--- config.mk ---
export PLATFORM = sky130hd
export DESIGN_NAME = multicycle_control_flat
export DESIGN_NICKNAME = d
export VERILOG_FILES = /design/src/rtl/multicycle_pkg.sv /design/src/rtl/multicycle_control_if.sv /design/src/rtl/imm_src_decoder.sv /design/src/rtl/multicycle_control.sv /design/src/flat_wrapper.sv
export SDC_FILE = /design/constraint.sdc
export NUM_CORES = 1
export LEC_CHECK = 0
export ABC_AREA = 1
export BUFFER_PORTS_ARGS = -buffer_cell sky130_fd_sc_hd__buf_4
export CORE_AREA = 8 8 45 47
export CTS_CLUSTER_DIAMETER = 40
export CTS_CLUSTER_SIZE = 14
export DETAILED_ROUTE_END_ITERATION = 12
export DIE_AREA = 0 0 53 55
export PLACE_DENSITY = 0.72
export SETUP_SLACK_MARGIN = 0.4
export SLEW_MARGIN = 30
export SYNTH_ARGS = -nofsm -noshare
export SYNTH_HDL_FRONTEND = slang
export SYNTH_SLANG_ARGS = --single-unit
--- constraint.sdc ---
create_clock -name clk -period 2.5 [get_ports clk]
set_clock_uncertainty 0.15 [all_clocks]
set_input_delay 0.25 -clock clk [delete_from_list [all_inputs] [get_ports clk]]
set_output_delay 0.25 -clock clk [all_outputs]
set_load 0.03 [all_outputs]
--- src/rtl/multicycle_pkg.sv ---
// Shared types and constants for the multicycle RISC-V controller.
// Optional feature macro: MULTICYCLE_CONTROL_JAL_EN (adds the JAL state and decode).
package multicycle_pkg;

    typedef enum logic [3:0] {
        StFetch    = 4'd0,
        StDecode   = 4'd1,
        StMemAdr   = 4'd2,
        StMemRead  = 4'd3,
        StMemWb    = 4'd4,
        StMemWrite = 4'd5,
        StExecR    = 4'd6,
        StExecI    = 4'd7,
        StAluWb    = 4'd8,
`ifdef MULTICYCLE_CONTROL_JAL_EN
        StBeq      = 4'd9,
        StJal      = 4'd10
`else
        StBeq      = 4'd9
`endif
    } state_e;

    localparam logic [6:0] OpLw    = 7'b0000011;
    localparam logic [6:0] OpSw    = 7'b0100011;
    localparam logic [6:0] OpRtype = 7'b0110011;
    localparam logic [6:0] OpItype = 7'b0010011;
    localparam logic [6:0] OpBeq   = 7'b1100011;
    localparam logic [6:0] OpJal   = 7'b1101111;

    typedef enum logic [1:0] {
        AluOpAdd   = 2'b00,
        AluOpSub   = 2'b01,
        AluOpFunct = 2'b10
    } alu_op_e;

    typedef enum logic [1:0] {
        ResAluOut    = 2'b00,
        ResData      = 2'b01,
        ResAluResult = 2'b10
    } result_src_e;

    typedef enum logic [1:0] {
        SrcAPc    = 2'b00,
        SrcAOldPc = 2'b01,
        SrcARd1   = 2'b10
    } alu_src_a_e;

    typedef enum logic [1:0] {
        SrcBRd2  = 2'b00,
        SrcBImm  = 2'b01,
        SrcBFour = 2'b10
    } alu_src_b_e;

    typedef enum logic [1:0] {
        ImmI = 2'b00,
        ImmS = 2'b01,
        ImmB = 2'b10,
        ImmJ = 2'b11
    } imm_src_e;

    // Opcodes the controller can sequence; anything else is flagged illegal in DECODE.
    function automatic logic is_supported_op(logic [6:0] op);
        case (op)
            OpLw, OpSw, OpRtype, OpItype, OpBeq: return 1'b1;
`ifdef MULTICYCLE_CONTROL_JAL_EN
            OpJal: return 1'b1;
`endif
            default: return 1'b0;
        endcase
    endfunction

endpackage

--- src/rtl/multicycle_control_if.sv ---
// Controller <-> datapath bundle. master = controller, slave = datapath.
interface multicycle_control_if;
    logic [6:0] op;
    logic       zero;
    logic       mem_ready;
    logic       pc_write;
    logic       adr_src;
    logic       mem_write;
    logic       ir_write;
    logic [1:0] result_src;
    logic [1:0] alu_src_a;
    logic [1:0] alu_src_b;
    logic [1:0] alu_op;
    logic [1:0] imm_src;
    logic       reg_write;
    logic       illegal;
    logic       instr_done;

    modport master (
        input  op, zero, mem_ready,
        output pc_write, adr_src, mem_write, ir_write, result_src, alu_src_a,
               alu_src_b, alu_op, imm_src, reg_write, illegal, instr_done
    );

    modport slave (
        output op, zero, mem_ready,
        input  pc_write, adr_src, mem_write, ir_write, result_src, alu_src_a,
               alu_src_b, alu_op, imm_src, reg_write, illegal, instr_done
    );
endinterface

--- src/rtl/imm_src_decoder.sv ---
// Immediate format select from the opcode, independent of controller state.
// Honors MULTICYCLE_CONTROL_JAL_EN: without it, the JAL opcode falls back to I-format.
module imm_src_decoder
    import multicycle_pkg::*;
(
    input  logic [6:0] i_op,
    output logic [1:0] o_imm_src
);

    // Pure opcode decode; unknown opcodes default to I-format.
    always_comb begin
        o_imm_src = ImmI;
        case (i_op)
            OpSw:    o_imm_src = ImmS;
            OpBeq:   o_imm_src = ImmB;
`ifdef MULTICYCLE_CONTROL_JAL_EN
            OpJal:   o_imm_src = ImmJ;
`endif
            default: o_imm_src = ImmI;
        endcase
    end

endmodule

--- src/rtl/multicycle_control.sv ---
// Multicycle RISC-V main controller: Moore FSM plus strobe gating on zero/mem_ready.
// Optional feature macro: MULTICYCLE_CONTROL_JAL_EN (JAL state and decode).
module multicycle_control
    import multicycle_pkg::*;
(
    input  logic                  clk,
    input  logic                  reset,
    multicycle_control_if.master  mc_bus
);

    state_e     r_state;
    logic       w_pc_update;
    logic       w_branch;
    logic [1:0] w_imm_src;

    imm_src_decoder u_imm_src_decoder (
        .i_op      (mc_bus.op),
        .o_imm_src (w_imm_src)
    );

    assign mc_bus.imm_src  = w_imm_src;
    assign mc_bus.pc_write = w_pc_update | (w_branch & mc_bus.zero);

    // State register with next-state decode; reset and unused encodings return to FETCH.
    always_ff @(posedge clk) begin
        if (reset) begin
            r_state <= StFetch;
        end else begin
            case (r_state)
                StFetch:    if (mc_bus.mem_ready) r_state <= StDecode;
                StDecode: begin
                    case (mc_bus.op)
                        OpLw, OpSw: r_state <= StMemAdr;
                        OpRtype:    r_state <= StExecR;
                        OpItype:    r_state <= StExecI;
                        OpBeq:      r_state <= StBeq;
`ifdef MULTICYCLE_CONTROL_JAL_EN
                        OpJal:      r_state <= StJal;
`endif
                        default:    r_state <= StFetch;
                    endcase
                end
                StMemAdr:   r_state <= (mc_bus.op == OpLw) ? StMemRead : StMemWrite;
                StMemRead:  if (mc_bus.mem_ready) r_state <= StMemWb;
                StMemWb:    r_state <= StFetch;
                StMemWrite: if (mc_bus.mem_ready) r_state <= StFetch;
                StExecR:    r_state <= StAluWb;
                StExecI:    r_state <= StAluWb;
                StAluWb:    r_state <= StFetch;
                StBeq:      r_state <= StFetch;
`ifdef MULTICYCLE_CONTROL_JAL_EN
                StJal:      r_state <= StAluWb;
`endif
                default:    r_state <= StFetch;
            endcase
        end
    end

    // Per-state output decode; reset forces FETCH mux selects with every strobe low.
    always_comb begin
        w_pc_update        = 1'b0;
        w_branch           = 1'b0;
        mc_bus.adr_src     = 1'b0;
        mc_bus.mem_write   = 1'b0;
        mc_bus.ir_write    = 1'b0;
        mc_bus.result_src  = ResAluOut;
        mc_bus.alu_src_a   = SrcAPc;
        mc_bus.alu_src_b   = SrcBRd2;
        mc_bus.alu_op      = AluOpAdd;
        mc_bus.reg_write   = 1'b0;
        mc_bus.illegal     = 1'b0;
        mc_bus.instr_done  = 1'b0;
        if (reset) begin
            mc_bus.result_src = ResAluResult;
            mc_bus.alu_src_b  = SrcBFour;
        end else begin
            case (r_state)
                StFetch: begin
                    mc_bus.result_src = ResAluResult;
                    mc_bus.alu_src_b  = SrcBFour;
                    mc_bus.ir_write   = mc_bus.mem_ready;
                    w_pc_update       = mc_bus.mem_ready;
                end
                StDecode: begin
                    mc_bus.alu_src_a  = SrcAOldPc;
                    mc_bus.alu_src_b  = SrcBImm;
                    mc_bus.illegal    = !is_supported_op(mc_bus.op);
                    mc_bus.instr_done = !is_supported_op(mc_bus.op);
                end
                StMemAdr: begin
                    mc_bus.alu_src_a = SrcARd1;
                    mc_bus.alu_src_b = SrcBImm;
                end
                StMemRead: begin
                    mc_bus.adr_src = 1'b1;
                end
                StMemWb: begin
                    mc_bus.result_src = ResData;
                    mc_bus.reg_write  = 1'b1;
                    mc_bus.instr_done = 1'b1;
                end
                StMemWrite: begin
                    // Strobe held for the whole wait; completion marks the instruction done.
                    mc_bus.adr_src    = 1'b1;
                    mc_bus.mem_write  = 1'b1;
                    mc_bus.instr_done = mc_bus.mem_ready;
                end
                StExecR: begin
                    mc_bus.alu_src_a = SrcARd1;
                    mc_bus.alu_op    = AluOpFunct;
                end
                StExecI: begin
                    mc_bus.alu_src_a = SrcARd1;
                    mc_bus.alu_src_b = SrcBImm;
                    mc_bus.alu_op    = AluOpFunct;
                end
                StAluWb: begin
                    mc_bus.reg_write  = 1'b1;
                    mc_bus.instr_done = 1'b1;
                end
                StBeq: begin
                    mc_bus.alu_src_a  = SrcARd1;
                    mc_bus.alu_op     = AluOpSub;
                    w_branch          = 1'b1;
                    mc_bus.instr_done = 1'b1;
                end
`ifdef MULTICYCLE_CONTROL_JAL_EN
                StJal: begin
                    mc_bus.alu_src_a = SrcAOldPc;
                    mc_bus.alu_src_b = SrcBFour;
                    w_pc_update      = 1'b1;
                end
`endif
                default: begin
                end
            endcase
        end
    end

endmodule

--- src/flat_wrapper.sv ---
// flat-port wrapper written by rule: the top's interface ports become plain ports
module multicycle_control_flat import multicycle_pkg::*;
  (clk, reset, mc_bus_op, mc_bus_zero, mc_bus_mem_ready, mc_bus_pc_write, mc_bus_adr_src, mc_bus_mem_write, mc_bus_ir_write, mc_bus_result_src, mc_bus_alu_src_a, mc_bus_alu_src_b, mc_bus_alu_op, mc_bus_imm_src, mc_bus_reg_write, mc_bus_illegal, mc_bus_instr_done);
  multicycle_control_if mc_bus_i ();
  input  logic clk;
  input  logic reset;
  input wire logic [$bits(mc_bus_i.op)-1:0] mc_bus_op;
  input wire logic [$bits(mc_bus_i.zero)-1:0] mc_bus_zero;
  input wire logic [$bits(mc_bus_i.mem_ready)-1:0] mc_bus_mem_ready;
  output wire logic [$bits(mc_bus_i.pc_write)-1:0] mc_bus_pc_write;
  output wire logic [$bits(mc_bus_i.adr_src)-1:0] mc_bus_adr_src;
  output wire logic [$bits(mc_bus_i.mem_write)-1:0] mc_bus_mem_write;
  output wire logic [$bits(mc_bus_i.ir_write)-1:0] mc_bus_ir_write;
  output wire logic [$bits(mc_bus_i.result_src)-1:0] mc_bus_result_src;
  output wire logic [$bits(mc_bus_i.alu_src_a)-1:0] mc_bus_alu_src_a;
  output wire logic [$bits(mc_bus_i.alu_src_b)-1:0] mc_bus_alu_src_b;
  output wire logic [$bits(mc_bus_i.alu_op)-1:0] mc_bus_alu_op;
  output wire logic [$bits(mc_bus_i.imm_src)-1:0] mc_bus_imm_src;
  output wire logic [$bits(mc_bus_i.reg_write)-1:0] mc_bus_reg_write;
  output wire logic [$bits(mc_bus_i.illegal)-1:0] mc_bus_illegal;
  output wire logic [$bits(mc_bus_i.instr_done)-1:0] mc_bus_instr_done;
  assign mc_bus_i.op = mc_bus_op;
  assign mc_bus_i.zero = mc_bus_zero;
  assign mc_bus_i.mem_ready = mc_bus_mem_ready;
  assign mc_bus_pc_write = mc_bus_i.pc_write;
  assign mc_bus_adr_src = mc_bus_i.adr_src;
  assign mc_bus_mem_write = mc_bus_i.mem_write;
  assign mc_bus_ir_write = mc_bus_i.ir_write;
  assign mc_bus_result_src = mc_bus_i.result_src;
  assign mc_bus_alu_src_a = mc_bus_i.alu_src_a;
  assign mc_bus_alu_src_b = mc_bus_i.alu_src_b;
  assign mc_bus_alu_op = mc_bus_i.alu_op;
  assign mc_bus_imm_src = mc_bus_i.imm_src;
  assign mc_bus_reg_write = mc_bus_i.reg_write;
  assign mc_bus_illegal = mc_bus_i.illegal;
  assign mc_bus_instr_done = mc_bus_i.instr_done;
  multicycle_control u_core (.clk(clk), .reset(reset), .mc_bus(mc_bus_i));
endmodule
### Yosys cells after proc, flatten, opt, wreduce, memory -nomap -nowiden

Cells that the tools add are included.

| word-level totals | value |
|---|---|
| input port bits | 11 |
| logic and storage cells | 63 |
| register bits | 4 |
| output and inout bits | 17 |

| operators by class | value |
|---|---|
| equal/unequal tests | 17 |
| reduce and logical (&&, ||, !) cells | 11 |
| multiplexer cells | 32 |
| bitwise operators | 2 |

Operators by type and width:

| cell | count |
|---|---|
| 4-bit case mux with 6 select lines | 1 |
| 2-bit case mux with 2 select lines | 5 |
| 4-bit by 3-bit equality test with 1-bit output (second input constant) | 4 |
| 1-bit two-way mux | 16 |
| 4-bit case mux with 4 select lines | 1 |
| 7-bit by 6-bit equality test with 1-bit output (second input constant) | 2 |
| 4-bit two-way mux | 3 |
| 4-bit by 2-bit equality test with 1-bit output (second input constant) | 2 |
| 4-bit equality test (second input constant) | 2 |
| 2-bit two-way mux | 4 |
| 2-bit OR reduction | 4 |
| 7-bit by 2-bit equality test with 1-bit output (second input constant) | 1 |
| 7-bit by 5-bit equality test with 1-bit output (second input constant) | 1 |
| 7-bit equality test (second input constant) | 1 |
| 2-bit != test (second input constant) | 3 |
| 3-bit OR reduction | 2 |
| 5-bit OR reduction | 1 |
| 4-bit by 1-bit equality test with 1-bit output (second input constant) | 1 |
| 4-bit logical NOT | 1 |
| 4-bit OR reduction | 1 |
| 3-bit two-way mux | 1 |
| 1-bit case mux with 3 select lines | 1 |
| 3-bit AND reduction | 1 |
| 1-bit AND | 1 |
| other kinds (2) | 2 |

### Logic depth before layout (Yosys ltp)

Gate-level depths: netlist of the first run.

| depth | value |
|---|---|
| depth after elaboration | 8 |
| mapped depth | 9 |
| depth with buffers taken out | 9 |

### Hierarchy

From an unflattened synthesis of the first run, not the netlist that was laid out.

| unflattened totals | value |
|---|---|
| cells, all modules | 103 |
| area total of the unflattened synthesis | 553.0 sq um |

Modules (own cells, without submodules):

| module | area each (sq um) | cells an instance | instances | seq. area each (sq um) |
|---|---|---|---|---|
| multicycle_control | 513.0 | 93 | 1 | 80.1 |
| imm_src_decoder | 40.0 | 10 | 1 | 0.0 |

### Worst setup path after synthesis of the first run

Ideal clock, no wire load.

| timing | value |
|---|---|
| kind | register to output |
| from | reg u_core.r_state[0] |
| to | out mc_bus_pc_write |
| slack | 0.487 ns |
| arrival | 1.613 ns |
| path buffers | 0 |
| data required time | 2.100 ns |
| cell stages (with the launch flop) | 5 |
| path through | dfxtp_1 -> nor2_1 -> nand2_1 -> nor3_1 -> a21o_1 |

| on the way | value |
|---|---|
| elaborated cells between the ends (all ways) | 8 |
| classes of those cells | 1 x eq/ne; 4 x mux; 2 x bitwise; 1 x reduce/logical |

RTL lines:

| element | RTL line | text |
|---|---|---|
| start: declaration | multicycle_control.sv:11 | `state_e r_state;` |
| start signal: assignment | multicycle_control.sv:27 | `r_state <= StFetch;` |
| start signal: assignment | multicycle_control.sv:30 | `StFetch: if (mc_bus.mem_ready) r_state <= StDecode;` |
| start signal: assignment | multicycle_control.sv:33 | `OpLw, OpSw: r_state <= StMemAdr;` |
| 4-bit logical NOT | n/a |  |
| 1-bit two-way mux (2 in series) | n/a |  |
| net mc_bus_ir_write | flat_wrapper.sv:13 | `output wire logic [$bits(mc_bus_i.ir_write)-1:0] mc_bus_ir_write;` |
| 1-bit OR | multicycle_control.sv:22 | `assign mc_bus.pc_write = w_pc_update \| (w_branch & mc_bus.zero);` |
| end: declaration | flat_wrapper.sv:10 | `output wire logic [$bits(mc_bus_i.pc_write)-1:0] mc_bus_pc_write;` |

The timed path passes the listed nets, and every way through them passes these cells.

### Final worst setup path of the first run

| timing | value |
|---|---|
| from | reg u_core.r_state[2] |
| to | out mc_bus_instr_done |

| on the way | value |
|---|---|
| word-level cells in the longest chain between the ends | 4 |
| elaborated cells between the ends (all ways) | 8 |
| classes of those cells | 5 x eq/ne; 2 x mux; 1 x reduce/logical |

RTL lines:

| element | RTL line | text |
|---|---|---|
| 4-bit by 3-bit equality test with 1-bit output or 4-bit equality test (tied branches) | multicycle_control.sv:77 | `case (r_state)` |
| 3-bit OR reduction (no source line) | n/a |  |
| 1-bit case mux with 3 select lines (*) | multicycle_control.sv:77 |  |
| 1-bit two-way mux (*) | multicycle_control.sv:73 | `if (reset) begin` |
| end: declaration | flat_wrapper.sv:21 | `output wire logic [$bits(mc_bus_i.instr_done)-1:0] mc_bus_instr_done;` |

Every way passes the cells marked *; elsewhere a longest branch is shown, timed or not.

==> results of run 1 <==
==> cells in the final DEF (no fill, tap or decap), drive strengths merged <==
cell    count
a21oi       5
nor2       19
o221ai      1
nand4       1
nand3      11
a21o        1
o21ai       1
inv        20
nor3        4
dfxtp       4
clkbuf      3
buf        27
a31oi       2
nand2      20
==> path summary, 6_finish.rpt <==
check                                         to  slack (ns)  cells after the start
hold / removal    u_core.r_state[0]$_SDFFE_PP0P_        0.14                      2
setup reg to reg  u_core.r_state[2]$_SDFFE_PP0P_        1.16                      9
hold reg to reg   u_core.r_state[3]$_SDFFE_PP0P_        0.41                      2
setup / recovery               mc_bus_instr_done        0.65                      7
==> worst register-to-register path, cell delays in order, from the launching register on <==
cell	delay (ns)
sky130_fd_sc_hd__dfxtp_1	0.40
sky130_fd_sc_hd__inv_2	0.07
sky130_fd_sc_hd__nor2_4	0.10
sky130_fd_sc_hd__inv_2	0.06
sky130_fd_sc_hd__nor2_4	0.12
sky130_fd_sc_hd__inv_2	0.06
sky130_fd_sc_hd__nand3_2	0.06
sky130_fd_sc_hd__nand2_1	0.07
sky130_fd_sc_hd__nand2_1	0.08
sky130_fd_sc_hd__a21oi_2	0.05
==> kinds of logic (layout without fill, tap and decap cells) <==
group / Yosys count / in the layout / share of synthesized area
compound gates: 10 / 10 / 0.1283
buf+inv: 22 / 50 / 0.1671
flops: 4 / 4 / 0.1550
simple gates: 55 / 55 / 0.5496
==> cells in the mapped netlist, drive strengths merged <==
library cell | number | area [um2]
a21o | 1 | 7.510
a21oi | 5 | 32.53
a31oi | 2 | 12.51
buf | 1 | 7.510
clkbuf | 1 | 3.750
dfxtp | 4 | 80.08
inv | 20 | 75.07
nand2 | 20 | 82.58
nand3 | 11 | 65.06
nand4 | 1 | 6.260
nor2 | 19 | 110.1
nor3 | 4 | 20.02
o21ai | 1 | 5.000
o221ai | 1 | 8.760
==> power by group <==
| group | internal, W | total [W] | switching, W |
|---|---|---|---|
| logic | 0.0000375 | 0.0000952 | 0.0000577 |
| clock network | 0.0000538 | 0.0000818 | 0.0000280 |
| registers | 0.0000662 | 0.0000698 | 0.00000366 |
| total | 0.000157 | 0.000247 | 0.0000893 |
==> metrics by stage <==
stage	util	hold slack (ns)
3_3_place_gp	0.5262	0.3742
3_5_place_dp	0.5262	0.3776
4_1_cts	0.5425	0.1250
5_1_grt	0.5425	0.1406
2_1_floorplan	-	0.2660
6_report	0.5425	0.1362
==> per-layer routing <==
metal  up-vias  global-route usage  wire length [um]
met4         0             0.02586                13
met3         2             0.02674                75
li1        342                   -                 -
met2        12              0.1641               675
met1       269              0.1318               704
met5         -                   0                 0
==> final cells by class <==
cell class | count | area share
Inverter | 20 | 0.1000
Clock buffer | 3 | 0.03000
Multi-Input combinational cell | 65 | 0.4667
Sequential cell | 4 | 0.1067
Timing Repair Buffer | 27 | 0.2700
Tap cell | 16 | 0.02667
==> metrics, run 1 <==
Peak VDD IR 0.1875 mV; DIE WIDTH 53 um; wire per inst 10.87 um; Worst setup EP type primary output; smallest setup slack after layout 0.6538 ns; count of maximum capacitance violations 0; Setup TNS Final 0 ns; synthesized area divided by synthesized cell count 5.679 um2; headroom to the max-slew limit 0.8320; root buf cell sky130_fd_sc_hd__clkbuf_4; global placer's final weighted congestion 0.7885; number of inserted filler cells in the final layout 141; cell area after technology mapping 516.7 um2; crit path time final 1.846 ns; setup repair after global routing missed its margin false; worst-path maximum fanout 3; combined flip-flop and latch cell area 80.08 um2; Placed Instances 132; run status finished clean; type of element launching the critical path flip-flop; final cell area excluding filler cells 750.7 um2; worst-case setup slack after placement 0.9004 ns; multi-input combinational cell area 350.3 um2; via density per instance 4.630; standard cell area after detailed placement 728.2 um2; Post-CTS Setup Repair Bufs 0; largest stage delay on the critical path 0.40 ns; total I/O pin count 28; row count 14; worst skew pair latency 0.24 ns; # setup viols final 0; combined global-route utilization of all metal layers 0.1021; count of unresolved DRC violations after routing 0; data arrival time of the critical path 1.45 ns; core region area 0.001384 mm2; htree depth 1; First DRT Iteration DRCs 6; start point of the critical path u_core.r_state[2]$_SDFFE_PP0P_; type of the worst setup path reg -> out; post-synthesis sequential area ratio 0.1550; synthesized flop and latch total 4; Net count, final 132; via total after detailed routing 625; top flop regs u_core.r_state x4; pin count of the biggest net entering global routing 16; power density of the placed cells 328.7 mW/mm2; startpoint of the worst hold path reset; antenna diode instance count 0; register with the highest flop count u_core.r_state; critical path buffer and inverter count 3; Hold Crit Class in -> reg; number of nets with antenna violations after routing 0; Area Overhead vs Synth 45.28%; drt first pass iters 5; die outline area 0.002915 mm2; share of post-route cells with drive strength above 1 0.3697; required time worst endpoint 2.10 ns; post-layout instance count excluding filler cells 135; clock buffer depth 2; global route total overflow 0; leakage power figure 0.3944 nW; yosys synthesis warning count 0; effective utilization at floorplan 0.3734; placed wire-length estimate after detailed placement 1258 um; number of buffers added to fix hold violations after cts 0; CTS resizes 0; transition at the pin with the smallest max-transition slack 0.2501 ns; # clock sinks 4; initial antenna violation count 0; via count of the first global-routing pass 580; Worst-path clk slew 0.04 ns; maximum clock rate 541.6 MHz; Crit path top cell by count sky130_fd_sc_hd__inv_2; vertical extent of the die 55 um; cell with the largest stage delay on the worst path sky130_fd_sc_hd__dfxtp_1; dominant delay contributor by cell family on the critical path flip-flops; number of flip-flops under the largest register name 4; number of port buffers 27; Routed WL 1468 um; worst-path cell chain inv_2 > nor2_4 > inv_2 > a21oi_1 > nor2_1 > a31oi_1 > buf_4; Post-Synthesis Cells 91; Hold Violations, Final 0; count of pins over their slew limit 0; post-layout total power 0.0002468 W; ratio of final minimum period to clock period 0.7385; Netlist cell types 20; number of buffers created by CTS 3; Critical R2R Launch u_core.r_state[2]$_SDFFE_PP0P_; Post-Syn Nets 102; TritonCTS clock tree yes; first-pass GRT wire length 2366 um
(Power assumes the default switching activity.)
==> run 2: changes to the inputs <==
==> constraint.sdc (replaced) <==
create_clock -name clk -period 1.7 [get_ports clk]
set_clock_uncertainty 0.15 [all_clocks]
set_input_delay 0.17 -clock clk [delete_from_list [all_inputs] [get_ports clk]]
set_output_delay 0.17 -clock clk [all_outputs]
set_load 0.03 [all_outputs]
==> run 2 against run 1 <==
Net effect: cell area grew 46%; the run now ends with setup timing left; highest routed layer unchanged; register-to-register slack lost 0.93 ns; die area is the same; combinational power grew 100%; critical endpoint unchanged; largest cell class unchanged.
==> metrics, run 2 (synthesized netlist as in run 1, its figures left out) <==
number of buffers added to fix hold violations after cts 0 (unchanged); leading cell types in the layout, fill and taps excluded sky130_fd_sc_hd__buf_4 (25), sky130_fd_sc_hd__nand2_1 (14), sky130_fd_sc_hd__buf_6 (13); final design utilization 0.7893 (+0.2468); required time worst endpoint 1.38 ns (-0.72 ns); count of unresolved DRC violations after routing 0 (unchanged); post-layout instance count excluding filler cells 146 (+8.1%); largest stage delay on the critical path 0.35 ns (-0.05 ns); cell with the largest stage delay on the worst path sky130_fd_sc_hd__dfxtp_2; Hold Crit Class in -> reg; Critical R2R Launch u_core.r_state[3]$_SDFFE_PP0P_; post-layout total power 0.0004117 W (+67%); count of pins over their slew limit 0 (unchanged); type of the worst setup path reg -> out; most frequent standard cell in the layout excluding fill and tap cells sky130_fd_sc_hd__buf_4; type of element launching the critical path flip-flop; run status finished, violations left; vertical extent of the die 55 um (unchanged); # setup viols final 1 (+1); Hold Violations, Final 0 (unchanged); global route total overflow 0 (unchanged); share of post-route cells with drive strength above 1 0.7077 (+0.3379); Crit path top cell by count sky130_fd_sc_hd__nor2_4; startpoint of the worst hold path reset; worst-case setup slack after placement 0.1992 ns (-0.7012 ns); via total after detailed routing 747 (+20%); TritonCTS clock tree yes; Routed WL 1988 um (+35%); via count of the first global-routing pass 665 (+15%); Placed Instances 133 (+0.76%); First DRT Iteration DRCs 9 (+3); leakage power figure 0.4998 nW (+27%); number of flip-flops under the largest register name 4 (unchanged); root buf cell sky130_fd_sc_hd__clkbuf_4; ratio of final minimum period to clock period 1.011; number of inserted filler cells in the final layout 106 (-25%); register with the highest flop count u_core.r_state; row count 14 (unchanged); antenna diode instance count 0 (unchanged); total I/O pin count 28 (unchanged); wire per inst 13.62 um (+25%); Worst-path clk slew 0.04 ns (about the same); maximum clock rate 581.9 MHz; die outline area 0.002915 mm2 (unchanged); setup repair after global routing missed its margin true; first-pass GRT wire length 2787 um (+18%); worst skew pair latency 0.23 ns (about the same); count of maximum capacitance violations 0 (unchanged); Net count, final 143 (+8.3%); transition at the pin with the smallest max-transition slack 0.2144 ns (-0.03561 ns); clock buffer depth 2 (unchanged); via density per instance 5.116 (+11%); standard cell area after detailed placement 880.8 um2 (+21%); headroom to the max-slew limit 0.8567 (+0.02468); top flop regs u_core.r_state x4; drt first pass iters 6 (+1); number of buffers created by CTS 3 (unchanged); combined global-route utilization of all metal layers 0.1212 (+0.01910); power density of the placed cells 376.9 mW/mm2 (+15%); DIE WIDTH 53 um (unchanged); smallest setup slack after layout -0.01842 ns (-0.6722 ns); Peak VDD IR 0.5304 mV (+180%); htree depth 1 (unchanged); # clock sinks 4 (unchanged); number of port buffers 27 (unchanged); initial antenna violation count 0 (unchanged); core region area 0.001384 mm2 (unchanged); Area Overhead vs Synth 111.4%; worst-path cell chain inv_2 > nor2_4 > inv_4 > nor2_4 > nand2_2 > a31oi_4 > buf_6; worst-path maximum fanout 3 (unchanged); Worst setup EP type primary output; data arrival time of the critical path 1.40 ns (-0.05 ns); number of nets with antenna violations after routing 0 (unchanged); placed wire-length estimate after detailed placement 1438 um (+14%); failing checks setup timing; final cell area excluding filler cells 0.001092 mm2 (+46%); effective utilization at floorplan 0.3734 (unchanged); start point of the critical path u_core.r_state[2]$_SDFFE_PP0P_; crit path time final 1.718 ns; pin count of the biggest net entering global routing 11 (-5); global placer's final weighted congestion 0.8243 (+4.5%)
## run 2: cell type report
type	count	area [um2]	share of cell area
multi-input cells	65	538.0	0.4926
flip-flops and latches	4	92.59	0.08476
well taps	16	20.02	0.01833
inverters	20	85.08	0.07789
clock buffers	3	22.52	0.02062
repair buffers	38	334.1	0.3058
## run 2: worst max-delay path, delay by kind of cell, from the launching register on
| kind | cells | cell delay, ns |
|---|---|---|
| flops | 1 | 0.35 |
| buf+inv | 3 | 0.27 |
| simple gates | 3 | 0.36 |
| compound gates | 1 | 0.18 |
## run 2: power by group
group | switching [W] | internal [W] | total, W | leakage (nW)
sequential | 0.00000844 | 0.0000947 | 0.000103 | 0.0352
clock | 0.0000369 | 0.0000788 | 0.000116 | 0.0138
combinational | 0.000116 | 0.0000773 | 0.000193 | 0.451
## run 2: layer usage
metal  up-vias  routed length, um  track usage
met5         -                  0            0
met2        28               1076       0.2363
met3         4                175      0.01872
met4         0                 38      0.03448
li1        366                  -            -
met1       349                698       0.1303
## run 2: what timing repair did
item                                    in CTS  in global routing
resized for setup                           20                 15
pin swaps                                    9                  5
setup buffers                                6                  4
endpoints found under the setup margin      19                 20
## run 2: through the flow
step,setup TNS [ns],hold slack [ns]
global placement,0,0.3196
floorplan,0,0.1787
detailed placement,0,0.3262
CTS,0,0.08008
global route,-0.2098,0.09273
finish,-0.01842,0.08706
## run 2: final timing paths
path | slack (ns) | endpoint | depth (start not counted)
worst max-delay path | -0.02 | mc_bus_instr_done | 7
worst min-delay path | 0.09 | u_core.r_state[2]$_SDFFE_PP0P_ | 2
worst max register to register | 0.23 | u_core.r_state[0]$_SDFFE_PP0P_ | 8
worst min register to register | 0.43 | u_core.r_state[0]$_SDFFE_PP0P_ | 2
==> run 3: changes to the inputs <==
--- a/config.mk
+++ b/config.mk
@@ -8,13 +8,13 @@
 export ABC_AREA = 1
 export BUFFER_PORTS_ARGS = -buffer_cell sky130_fd_sc_hd__buf_4
 export CORE_AREA = 8 8 45 47
-export CTS_CLUSTER_DIAMETER = 40
+export CTS_BUF_LIST = sky130_fd_sc_hd__clkbuf_16
 export CTS_CLUSTER_SIZE = 14
 export DETAILED_ROUTE_END_ITERATION = 12
 export DIE_AREA = 0 0 53 55
 export PLACE_DENSITY = 0.72
 export SETUP_SLACK_MARGIN = 0.4
-export SLEW_MARGIN = 30
+export SLEW_MARGIN = 20
 export SYNTH_ARGS = -nofsm -noshare
 export SYNTH_HDL_FRONTEND = slang
 export SYNTH_SLANG_ARGS = --single-unit
==> run 3 against run 2 <==
Net effect: the run still ends with setup timing left; wire length is 62% higher; total power up 73%; worst hold slack gained 0.021 ns; first-iteration DRC count rose to 3.8 times the previous value; setup slack got worse by 0.036 ns; critical path depth fell by 1; die area is the same; fmax is 2.1% lower; register-to-register slack got worse by 0.17 ns; largest cell class unchanged; largest power group is now clock.
==> metrics, run 3 (synthesized netlist as in run 1, its figures left out) <==
failing checks setup timing; TritonCTS clock tree yes; Hold Violations, Final 0 (unchanged); required time worst endpoint 1.38 ns (about the same); most frequent standard cell in the layout excluding fill and tap cells sky130_fd_sc_hd__buf_4; Worst-path clk slew 0.03 ns (about the same); First DRT Iteration DRCs 34 (+25); Worst setup EP type primary output; Net count, final 152 (+6.3%); die outline area 0.002915 mm2 (unchanged); core region area 0.001384 mm2 (unchanged); via total after detailed routing 890 (+19%); type of the worst setup path reg -> out; htree depth 1 (unchanged); dominant delay contributor by cell family on the critical path simple AND/OR/NAND/NOR gates; root buf cell sky130_fd_sc_hd__clkbuf_16; run status finished, violations left; critical path buffer and inverter count 2 (-1); transition at the pin with the smallest max-transition slack 0.3315 ns (+0.1170 ns); initial antenna violation count 0 (unchanged); number of nets with antenna violations after routing 0 (unchanged); drt first pass iters 4 (-2); data arrival time of the critical path 1.43 ns (+0.03 ns); type of element launching the critical path flip-flop; Crit path top cell by count sky130_fd_sc_hd__buf_4; combined global-route utilization of all metal layers 0.1392 (+0.01801); leakage power figure 0.5790 nW (+16%); crit path time final 1.755 ns (+0.03644 ns); Placed Instances 133 (unchanged); global placer's final weighted congestion 0.8243 (unchanged); DIE WIDTH 53 um (unchanged); count of maximum capacitance violations 0 (unchanged); worst-path maximum fanout 4 (+1); global route total overflow 0 (unchanged); worst-path cell chain nor2_4 > buf_4 > nand2_2 > nor3_4 > a21o_4 > buf_4; via count of the first global-routing pass 703 (+5.7%); Hold Crit Class in -> reg; pin count of the biggest net entering global routing 11 (unchanged); worst-case setup slack after placement 0.1992 ns (unchanged); setup repair after global routing missed its margin true; start point of the critical path u_core.r_state[3]$_SDFFE_PP0P_; clock buffer depth 2 (unchanged); ratio of final minimum period to clock period 1.032 (+0.02143); Area Overhead vs Synth 150.4%; number of buffers added to fix hold violations after cts 0 (unchanged); # setup viols final 5 (+4); total I/O pin count 28 (unchanged); Peak VDD IR 0.7859 mV (+48%); number of flip-flops under the largest register name 4 (unchanged); top flop regs u_core.r_state x4; # clock sinks 4 (unchanged); smallest setup slack after layout -0.05486 ns (-0.03644 ns); row count 14 (unchanged); Critical R2R Launch u_core.r_state[2]$_SDFFE_PP0P_; effective utilization at floorplan 0.3734 (unchanged); number of port buffers 27 (unchanged); worst skew pair latency 0.22 ns (about the same); maximum clock rate 569.8 MHz (-2.1%); register with the highest flop count u_core.r_state; via density per instance 5.742 (+12%); placed wire-length estimate after detailed placement 1438 um (unchanged); post-layout instance count excluding filler cells 155 (+6.2%); wire per inst 20.78 um (+53%); vertical extent of the die 55 um (unchanged); largest stage delay on the critical path 0.34 ns (about the same); count of unresolved DRC violations after routing 0 (unchanged); antenna diode instance count 0 (unchanged); headroom to the max-slew limit 0.7782 (-0.07850); startpoint of the worst hold path reset; number of buffers created by CTS 3 (unchanged); power density of the placed cells 549.9 mW/mm2 (+46%); share of post-route cells with drive strength above 1 0.7986 (+0.09087); cell with the largest stage delay on the worst path sky130_fd_sc_hd__dfxtp_2; leading cell types in the layout, fill and taps excluded sky130_fd_sc_hd__buf_4 (31), sky130_fd_sc_hd__buf_6 (16), sky130_fd_sc_hd__inv_1 (11); count of pins over their slew limit 0 (unchanged); Routed WL 3221 um (+62%); first-pass GRT wire length 3105 um (+11%)
[run 3: changes by cell type in the layout (fill, tap and decap cells not counted), sizes merged]
cell / delta
buf: +9
[run 3: timing repair]
item | CTS | global route
resized for setup | 25 | 25
endpoints found under the setup margin | 19 | 20
endpoints found under the hold margin | 0 | 0
pin swaps | 9 | 13
buffers inserted | 9 | 10
[run 3: routing by layer]
metal / up-vias / global-route usage / wire, um
li1: 389 / - / -
met1: 417 / 0.1485 / 1116
met2: 64 / 0.2695 / 1626
met3: 20 / 0.03476 / 276
met4: 0 / 0.02586 / 201
met5: - / 0 / 0
[run 3: report_power, final]
| part | total (W) | switching (W) | internal (W) |
|---|---|---|---|
| registers | 0.000105 | 0.00000836 | 0.0000964 |
| clock network | 0.000368 | 0.0000672 | 0.000301 |
| logic | 0.000239 | 0.000143 | 0.0000960 |
| total | 0.000711 | 0.000218 | 0.000493 |
[run 3: worst paths after layout]
| check | endpoint | slack (ns) | cells past startpoint |
|---|---|---|---|
| hold reg to reg | u_core.r_state[0]$_SDFFE_PP0P_ | 0.40 | 2 |
| setup / recovery | mc_bus_pc_write | -0.05 | 6 |
| hold / removal | u_core.r_state[0]$_SDFFE_PP0P_ | 0.11 | 2 |
| setup reg to reg | u_core.r_state[2]$_SDFFE_PP0P_ | 0.06 | 11 |
[run 3: stage by stage]
step	total power [W]	setup TNS, ns	utilization	hold WS, ns	cell area (um2)
floorplan	0.0002232	0	-	0.1787	663.1
global placement	0.0002765	0	0.6365	0.3196	880.8
detailed placement	0.0002801	0	0.6365	0.3262	880.8
CTS	0.0006628	0	0.8065	0.09546	1116
global route	0.0007328	-0.3702	0.9349	0.1061	1294
finish	0.0007114	-0.1212	0.9349	0.1081	1294
[run 3: cell type report]
type                       count  area (um2)
fill                          50       90.09
inverter                      20       82.58
sequential                     4       90.09
clock buffer                   3       75.07
multi-input combinational     65       613.1
timing repair buffer          47       412.9
tap                           16       20.02
[run 3: worst reg2reg max path, delay by kind of cell (launching register included)]
family / cells / cell delay [ns]
DFF: 1 / 0.34
AOI/OAI and AO/OA: 1 / 0.05
and+or+nand+nor: 5 / 0.52
buffers and inverters: 5 / 0.45
